**config.mk**
```make
export PLATFORM = sky130hd
export DESIGN_NAME = comma_align
export DESIGN_NICKNAME = d
export VERILOG_FILES = /design/src/rtl/comma_align.sv
export SDC_FILE = /design/constraint.sdc
export NUM_CORES = 1
export LEC_CHECK = 0
export BUFFER_PORTS_ARGS = -buffer_cell sky130_fd_sc_hd__buf_4
export CAP_MARGIN = 5
export CORE_UTILIZATION = 45
export CTS_BUF_LIST = sky130_fd_sc_hd__clkbuf_4 sky130_fd_sc_hd__clkbuf_8
export DETAILED_ROUTE_END_ITERATION = 10
export PLACE_DENSITY_LB_ADDON = 0.2
export SETUP_SLACK_MARGIN = 0.4
export SYNTH_ARGS = -nofsm -noshare
export SYNTH_HDL_FRONTEND = slang
export SYNTH_SLANG_ARGS = --single-unit
```
**constraint.sdc**
```tcl
create_clock -name clk -period 5.97 [get_ports clk]
set_input_delay 1.4925 -clock clk [delete_from_list [all_inputs] [get_ports clk]]
set_output_delay 1.4925 -clock clk [all_outputs]
set_load 0.1 [all_outputs]
```
**src/rtl/comma_align.sv**
```systemverilog
// comma_align: 10-bit word aligner that sits in front of the PCS sync stage.
// It searches a two-word window for the 7-bit comma, locks the bit offset
// after LOCK_COMMAS consistent commas, and emits aligned code-groups one
// clock after each accepted raw word.
//
// Ports:
//   clk           single clock
//   mr_main_reset asynchronous, active-low reset
//   raw_data      deserializer word, raw_data[9] received first
//   raw_valid     raw_data valid this cycle
//   code_group    aligned code-group, code_group[9] is bit 'a'
//   cg_valid      code_group valid
//   aligned       offset is locked
//   align_offset  current bit offset, 0..9
//   comma_seen    emitted code_group starts with a comma
//   realign_cnt   (only with COMMA_ALIGN_STATS_EN) saturating count of
//                 realigns plus lock losses
//
// Optional feature macro: COMMA_ALIGN_STATS_EN
module comma_align #(
  parameter int WIDTH       = 10,
  parameter int LOCK_COMMAS = 3,
  parameter int MISS_LIMIT  = 2048
) (
  input  logic             clk,
  input  logic             mr_main_reset,
  input  logic [WIDTH-1:0] raw_data,
  input  logic             raw_valid,
  output logic [WIDTH-1:0] code_group,
  output logic             cg_valid,
  output logic             aligned,
  output logic [3:0]       align_offset,
  output logic             comma_seen
`ifdef COMMA_ALIGN_STATS_EN
  ,
  output logic [7:0]       realign_cnt
`endif
);

  localparam int CNT_W  = $clog2(LOCK_COMMAS + 1);
  localparam int MISS_W = $clog2(MISS_LIMIT + 1);

  typedef enum logic [1:0] {UNLOCKED, CANDIDATE, LOCKED} state_t;

  state_t              state;
  logic [WIDTH-1:0]    prev_p0;
  logic [CNT_W-1:0]    cnt;
  logic [CNT_W-1:0]    recnt;
  logic [3:0]          cand;
  logic [3:0]          pend;
  logic [MISS_W-1:0]   miss;

  logic [2*WIDTH-1:0]  win;
  logic [WIDTH-1:0]    comma_vec;
  logic                found;
  logic [3:0]          k_hit;
  logic                cand_done;
  logic                realign_done;
  logic [3:0]          off_next;

  function automatic logic is_comma(input logic [6:0] s);
    return (s == 7'b0011111) || (s == 7'b1100000);
  endfunction

  // Slice at offset k is win[19-k -: 10]; a right shift keeps the index math
  // free of variable part-selects.
  function automatic logic [WIDTH-1:0] slice_at(input logic [2*WIDTH-1:0] w,
                                                 input logic [3:0] k);
    return WIDTH'(w >> (WIDTH - int'(k)));
  endfunction

  function automatic logic [MISS_W-1:0] miss_inc(input logic [MISS_W-1:0] m);
    return (int'(m) >= MISS_LIMIT) ? m : m + MISS_W'(1);
  endfunction

`ifdef COMMA_ALIGN_STATS_EN
  function automatic logic [7:0] sat_inc8(input logic [7:0] v);
    return (v == 8'hFF) ? v : v + 8'd1;
  endfunction
`endif

  assign win = {prev_p0, raw_data};

  // Comma search; iterating downward lets the lowest offset overwrite.
  always_comb begin
    found = 1'b0;
    k_hit = 4'd0;
    for (int k = 0; k < WIDTH; k++) begin
      comma_vec[k] = is_comma(7'(win >> (2*WIDTH - 7 - k)));
    end
    for (int k = WIDTH - 1; k >= 0; k--) begin
      if (comma_vec[k]) begin
        found = 1'b1;
        k_hit = 4'(k);
      end
    end
  end

  // Offset after this cycle's state update, so the comma that completes a
  // lock or realign is already emitted at its new alignment.
  always_comb begin
    cand_done    = found && (k_hit == cand) && (int'(cnt) + 1 >= LOCK_COMMAS);
    realign_done = found && (k_hit != align_offset) &&
                   (((k_hit == pend) ? int'(recnt) + 1 : 1) >= LOCK_COMMAS);
    off_next     = align_offset;
    case (state)
      UNLOCKED:  if (found && LOCK_COMMAS == 1) off_next = k_hit;
      CANDIDATE: if (cand_done) off_next = cand;
      LOCKED:    if (realign_done) off_next = k_hit;
      default:   off_next = align_offset;
    endcase
  end

  // ---- stage p0 -> output: state update and registered outputs ----
  always_ff @(posedge clk or negedge mr_main_reset) begin
    if (!mr_main_reset) begin
      state        <= UNLOCKED;
      prev_p0      <= '0;
      cnt          <= '0;
      recnt        <= '0;
      cand         <= 4'd0;
      pend         <= 4'd0;
      miss         <= '0;
      code_group   <= '0;
      cg_valid     <= 1'b0;
      aligned      <= 1'b0;
      align_offset <= 4'd0;
      comma_seen   <= 1'b0;
`ifdef COMMA_ALIGN_STATS_EN
      realign_cnt  <= 8'd0;
`endif
    end else begin
      cg_valid <= raw_valid;
      if (raw_valid) begin
        prev_p0      <= raw_data;
        code_group   <= slice_at(win, off_next);
        comma_seen   <= comma_vec[off_next];
        align_offset <= off_next;
        case (state)
          UNLOCKED: begin
            if (found) begin
              if (LOCK_COMMAS == 1) begin
                state   <= LOCKED;
                aligned <= 1'b1;
                miss    <= '0;
                recnt   <= '0;
              end else begin
                state <= CANDIDATE;
                cand  <= k_hit;
                cnt   <= CNT_W'(1);
              end
            end
          end
          CANDIDATE: begin
            if (found) begin
              if (k_hit != cand) begin
                cand <= k_hit;
                cnt  <= CNT_W'(1);
              end else if (cand_done) begin
                state   <= LOCKED;
                aligned <= 1'b1;
                miss    <= '0;
                recnt   <= '0;
                cnt     <= '0;
              end else begin
                cnt <= cnt + CNT_W'(1);
              end
            end
          end
          LOCKED: begin
            if (found && k_hit == align_offset) begin
              miss  <= '0;
              recnt <= '0;
            end else if (realign_done) begin
              pend  <= k_hit;
              recnt <= '0;
              miss  <= '0;
`ifdef COMMA_ALIGN_STATS_EN
              realign_cnt <= sat_inc8(realign_cnt);
`endif
            end else begin
              // A comma elsewhere still counts as a miss at the locked offset.
              if (found) begin
                if (k_hit == pend) begin
                  recnt <= recnt + CNT_W'(1);
                end else begin
                  pend  <= k_hit;
                  recnt <= CNT_W'(1);
                end
              end
              miss <= miss_inc(miss);
              if (int'(miss) + 1 >= MISS_LIMIT) begin
                state   <= UNLOCKED;
                aligned <= 1'b0;
                cnt     <= '0;
`ifdef COMMA_ALIGN_STATS_EN
                realign_cnt <= sat_inc8(realign_cnt);
`endif
              end
            end
          end
          default: state <= UNLOCKED;
        endcase
      end
    end
  end

endmodule

```
== Word level (Yosys, flattened, before mapping) ==
Cells that the tools add are included.
Operators by class
  add/subtract/negate cells: 7
  $lt $le $gt $ge: 5
  equal/unequal tests: 38
  shifts and indexed selects: 1
  mux-type cells: 67
  bitwise logic cells: 1
  reductions and logical operators: 27
Operators by type and width (number)
  $mux W12: 6
  $mux W4: 18
  $eq A7 B5 Y1 const B: 10
  $eq A7 B7 Y1 const B: 10
  $mux W2: 17
  $shr A20 B32 Y10: 1
  $pmux W12 S2: 1
  $ne A2 B2 Y1 const B: 9
  $mux W1: 17
  $pmux W4 S2: 2
  $reduce_and A8 Y1: 2
  $add A12 B1 Y13 const B: 1
  $ge A13 B12 Y1 const B: 1
  $add A12 B1 Y12 const B: 1
  $eq A4 B4 Y1: 3
  $ge A12 B12 Y1 const B: 1
  $pmux W2 S3: 2
  $reduce_and A6 Y1: 2
  $logic_or A1 B1 Y1: 10
  $reduce_and A5 Y1: 2
  $ne A4 B4 Y1: 2
  $ne A4 B4 Y1 const B: 2
  $reduce_and A7 Y1: 1
  $add A2 B1 Y3 const B: 2
  15 further kinds: 23
Storage, ports and cells
  register bits: 53
  input port bits: 13
  output and inout bits: 17
  logic and storage cells: 158

== Depth between registers and ports, before layout ==
  depth after elaboration: 20
  depth in mapped cells: 19
  gate-level depth less buffers: 16

== Worst setup path before layout ==
Ideal clock, no wire load.
  path kind: input -> register
  start point: in raw_data[6]
  end point: reg code_group[1]
  setup time: 126 ps
  data arrival time: 5528 ps
  data required time: 5844 ps
  slack: 316 ps
  stages: 17
  path buffers: 3
  cells stage by stage: clkbuf_1 -> nor4_1 -> o2111ai_1 -> o31a_1 -> nand2b_1 -> o21ai_1 -> nand4_4 -> o41a_1 -> o32ai_2 -> inv_2 -> buf_2 -> ha_1 -> xnor2_2 -> buf_6 -> mux4_2 -> mux2_2 -> a221o_1
On the way
  word-level cells in the longest chain between the ends: 20
  elaborated cells on any way between the ends: 43
  classes of those cells: add/sub: 1; order compare: 1; eq/ne: 9; shift: 1; mux: 24; reduce/logical: 7
RTL lines
  start: declaration: RTL line 27  | input logic [WIDTH-1:0] raw_data,
  $eq A7 B5 Y1 or $eq A7 B7 Y1 (tied branches): RTL line 62  | return (s == 7'b0011111) || (s == 7'b1100000);
  $logic_or A1 B1 Y1: RTL line 62
  $mux W4 (10 in a row): RTL line 92  | if (comma_vec[k]) begin
  $eq A4 B4 Y1: RTL line 104  | (((k_hit == pend) ? int'(recnt) + 1 : 1) >= LOCK_COMMAS);
  $mux W3: RTL line 104
  $ge A3 B2 Y1: RTL line 104
  $logic_and A1 B1 Y1: RTL line 103  | realign_done = found && (k_hit != align_offset) &&
  $mux W4: RTL line 109  | LOCKED: if (realign_done) off_next = k_hit;
  $pmux W4 S2 *: RTL line 106  | case (state)
  via off_next[0]: RTL line 59  | logic [3:0] off_next;
  $sub A4 B4 Y5 *: RTL line 69  | return WIDTH'(w >> (WIDTH - int'(k)));
  $shr A20 B32 Y10 *: RTL line 69
  end signal: assignment: RTL line 136  | code_group <= slice_at(win, off_next);
  end: declaration: RTL line 29  | output logic [WIDTH-1:0] code_group,
The timed path passes the listed nets; every way through them passes the cells marked *.
A chain may end at the register's enable or synchronous reset.

== Final worst setup path ==
  start point: in raw_data[8]
  end point: reg code_group[1]
On the way
  word-level cells in the longest chain between the ends: 20
  elaborated cells on any way between the ends: 49
  classes of those cells: add/sub: 1; order compare: 1; eq/ne: 13; shift: 1; mux: 24; reduce/logical: 9
RTL lines (RTL line)
  $eq A7 B5 Y1 or $eq A7 B7 Y1 (tied branches): 62
  $logic_or A1 B1 Y1: 62
  $mux W4 (10 in a row): 92
  $eq A4 B4 Y1: 104
  $mux W3: 104
  $ge A3 B2 Y1: 104
  $logic_and A1 B1 Y1: 103
  $mux W4: 109
  $pmux W4 S2: 106
  $sub A4 B4 Y5: 69
  $shr A20 B32 Y10 *: 69
Every way passes the cells marked *; elsewhere a longest branch is shown, timed or not.

==> flow_metrics.py <==
metrics = {
    "outcome": {
        "status": "complete, no violations",
    },
    "timing": {
        "grt_setup_unrepaired": "no",
        "timing.final.crit_share_pct": 89.8,
        "maxSlewViolCount": 0,
        "finalCriticalPeriod_ns": 5.36,
        "final_hold_viol_count": 0,
        "setup_violations": 0,
        "clock-skew-final_ns": 0.00976,
        "tightest_slew_ns": 0.782,
        "maxSlewHeadroom_pct": 47.3,
        "clock.fmax_ghz": 0.186,
        "fin_tns_setup_ns": 0,
    },
    "synthesis": {
        "synthArstFlopShare_pct": 100,
        "synthXorXnorAreaFrac_pct": 1.63,
        "synth.cell_area_um2": 4750,
        "yosys_register_bits": 53,
        "ys_seq_area_share_pct": 27.9,
        "synth.distinct_cells": 93,
        "synth.mux.area_fraction_pct": 15.1,
        "avgSynthCellArea_um2": 9.31,
        "synthTopCellsByArea": "dfrtp_1, mux2_2, mux4_2, nand2_1, mux2i_1",
        "synth_fp_nets": 534,
        "synth_adder_area_share_pct": 2.90,
        "synth_top_family_by_area": "compound AO/OA/AOI/OAI gates",
        "synth_top_area_share_pct": 27.9,
        "syn_inst": 510,
        "yosys.area_share.simple_pct": 23.5,
        "ys.flop_type": "dfrtp_1",
        "ys_warn_count": 0,
        "synth_compound_area_share_pct": 23.7,
        "synth_top_cell_by_area": "dfrtp_1",
        "synth_edf_count": 0,
    },
    "drt": {
        "ant_nets": 0,
        "wl_per_cell_um": 19.5,
        "viasPerCell": 6.40,
        "num_vias": 4228,
        "drc_errors": 0,
        "first_pass_iters": 5,
        "drtIter0Drc": 217,
        "totalWireLength_um": 12900,
    },
    "grt": {
        "grtUsageTotal_pct": 23.9,
        "grt_remaining_overflow": 0,
        "grt_pass1_vias": 4035,
        "grt_max_degree": 54,
        "grt_pass1_wl_um": 20900,
        "antenna_found_initial": 0,
    },
    "floorplanning": {
        "rows": 37,
        "core_area_um2": 10300,
        "ios": 30,
        "initial_core_util_pct": 46.2,
        "die_y_um": 105,
        "fp.dieW_um": 105,
        "die_area_um2": 11000,
    },
    "setup_path": {
        "crit_path_end_kind": "register",
        "max_stage_delay_ns": 0.47,
        "cp_data_arrival_time_ns": 5.57,
        "critPathSlowestCell": "o41a_1",
        "critPathMaxFanout": 21,
        "worstPathRequired_ns": 6.18,
        "crit_chain": "buf_4 > nor4_2 > o2111ai_1 > o31a_1 > nand2b_1 > o21ai_2 > nand4_4 > o41a_1 > o32ai_4 > inv_2 > ha_1 > xnor2_2 > buf_12 > mux4_2 > mux2_2 > a221o_1",
        "crit_type": "input pin to register",
        "start_kind": "input pin",
    },
    "clock_network": {
        "clockRootBuffer": "clkbuf_8",
        "ctsHoldBuffers": 0,
        "cts_resized": 0,
        "cts_made_buffers": 5,
        "htree_levels": 2,
        "cts_setup_buffers": 0,
        "clock_sinks": 53,
        "tritoncts": "yes",
        "clockBufferDepth": 2,
        "clkSlewWorstSetupHoldPaths_ns": 0.11,
        "clock_latency_ns": 0.31,
    },
    "cells_and_area": {
        "area_growth_pct": 9.67,
        "fillers": 975,
        "multiInputGateArea_um2": 3220,
        "antennaDiodeCount": 0,
        "drive_above_1_share_pct": 22.7,
        "seq_area_um2": 1330,
        "layout.cells.non_filler": 661,
        "finalNetCount": 548,
    },
    "place": {
        "gp_congestion": 0.866,
        "portBuffers": 29,
        "dp.cells": 653,
        "hpwl_um": 9230,
    },
    "power_and_ir_drop": {
        "leakage_nw": 2.22,
        "ir_drop_v": 0.000226,
        "p_per_area_nw_per_um2": 407,
    },
    "hold_path": {
        "hold_class": "register to register",
    },
    "flow_run": {
        "drv_cap": 0,
    },
}
==> per-stage QoR <==
| step | cell area [µm²] | hold WS [ns] | utilization, % | total power [W] | setup slack [ns] |
|---|---|---|---|---|---|
| detailed placement | 5060 | 0.467 | 49.2 | 0.00185 | 0.201 |
| CTS | 5180 | 0.488 | 50.4 | 0.00212 | 0.538 |
| global placement | 5060 | 0.470 | 49.2 | 0.00184 | 0.313 |
| global route | 5210 | 0.504 | 50.7 | 0.00225 | 0.416 |
| floorplan | 4760 | 0.438 | - | 0.00157 | 0.403 |
| finish | 5210 | 0.482 | 50.7 | 0.00212 | 0.607 |
==> layout make-up <==
| class | count | share of cell area [%] |
|---|---|---|
| inverters | 20 | 1.44 |
| clock buffers | 6 | 1.59 |
| clock inverters | 2 | 0.721 |
| flip-flops and latches | 53 | 25.5 |
| multi-input cells | 406 | 61.8 |
| repair buffers | 38 | 5.72 |
| well taps | 136 | 3.27 |
==> layout by cell type (no fill, tap or decap), types with 9 or more instances in the layout <==
master   count
nand2_1     48
mux2i_1     17
and3_1      12
nand4_1      9
buf_4       37
o21ai_0     19
inv_1       18
mux4_2      11
mux2_2      22
nand3_1     20
nor2_1      36
a21oi_1     18
dfrtp_1     53
ha_1        11
==> cells in the mapped netlist (3+ instances only) <==
| cell type | n |
|---|---|
| o22ai_1 | 4 |
| o21ai_1 | 5 |
| nand4_1 | 9 |
| mux4_2 | 11 |
| clkbuf_1 | 16 |
| and2_1 | 6 |
| o221ai_1 | 3 |
| o31ai_1 | 6 |
| nor3b_1 | 4 |
| o21ai_0 | 19 |
| o211a_1 | 3 |
| a32o_1 | 3 |
| or2_2 | 4 |
| nor2b_1 | 8 |
| a211oi_1 | 5 |
| nor4_1 | 5 |
| nand2_1 | 49 |
| mux2i_1 | 17 |
| and3_1 | 12 |
| and4_1 | 4 |
| nor3_1 | 9 |
| nand2b_1 | 7 |
| nand3b_1 | 3 |
| nand3_1 | 20 |
| a21oi_1 | 18 |
| ha_1 | 11 |
| xor2_1 | 6 |
| buf_2 | 8 |
| o211ai_1 | 3 |
| dfrtp_1 | 53 |
| a31oi_1 | 6 |
| inv_1 | 18 |
| buf_6 | 4 |
| or2_1 | 4 |
| o31a_1 | 3 |
| o21a_1 | 5 |
| a221o_1 | 4 |
| or3_1 | 6 |
| nor2_1 | 38 |
| mux2_2 | 22 |
==> worst max-delay path, delay by kind of cell <==
family | cells | cell delay [ns]
AO/OA/AOI/OAI | 6 | 1.77
XOR/XNOR | 1 | 0.26
adder cells (fa/ha/maj) | 1 | 0.22
buffers and inverters | 3 | 0.42
multiplexers | 2 | 0.58
AND/OR/NAND/NOR | 3 | 0.82
==> final timing paths <==
| kind | start | endpoint | slack (ns) | depth (start not counted) |
|---|---|---|---|---|
| worst max-delay path | raw_data[8] | code_group[1]$_DFFE_PN0P_ | 0.61 | 16 |
| min in group asynchronous | mr_main_reset | align_offset[2]$_DFFE_PN0P_ | 1.22 | 1 |
| max in group asynchronous | mr_main_reset | recnt[0]$_DFFE_PN0P_ | 4.28 | 1 |
| worst max register to register | prev_p0[3]$_DFFE_PN0P_ | code_group[1]$_DFFE_PN0P_ | 0.93 | 15 |
| worst min-delay path | miss[7]$_DFFE_PN0P_ | miss[7]$_DFFE_PN0P_ | 0.48 | 1 |
| worst min register to register | miss[7]$_DFFE_PN0P_ | miss[7]$_DFFE_PN0P_ | 0.48 | 1 |
==> state kept, by name (all words and copies together) (netlist names), 4 cells and up <==
name          cells
pend              4
miss             12
prev_p0          10
align_offset      4
code_group       10
cand              4
==> kinds of logic (layout without fill, tap and decap cells) <==
group / Yosys count / in the layout
buffers and inverters: 51 / 66
DFF: 53 / 53
and+or+nand+nor: 201 / 201
xor gates and xnor gates: 8 / 8
AOI/OAI and AO/OA: 134 / 134
adders and majority gates: 11 / 11
muxes: 52 / 52
==> report_power, final <==
group,switching (W),internal (W)
Sequential,0.0000946,0.000441
Clock,0.000129,0.000137
Combinational,0.000881,0.000437
==> routing by layer <==
layer  vias up  wire [µm]  track usage, %
li1       1977          -               -
met1      2064       5820            32.8
met5         -          0               0
met4         0        354            7.85
met3        36        647            3.18
met2       151       6030            38.9
(Power assumes the default switching activity.)
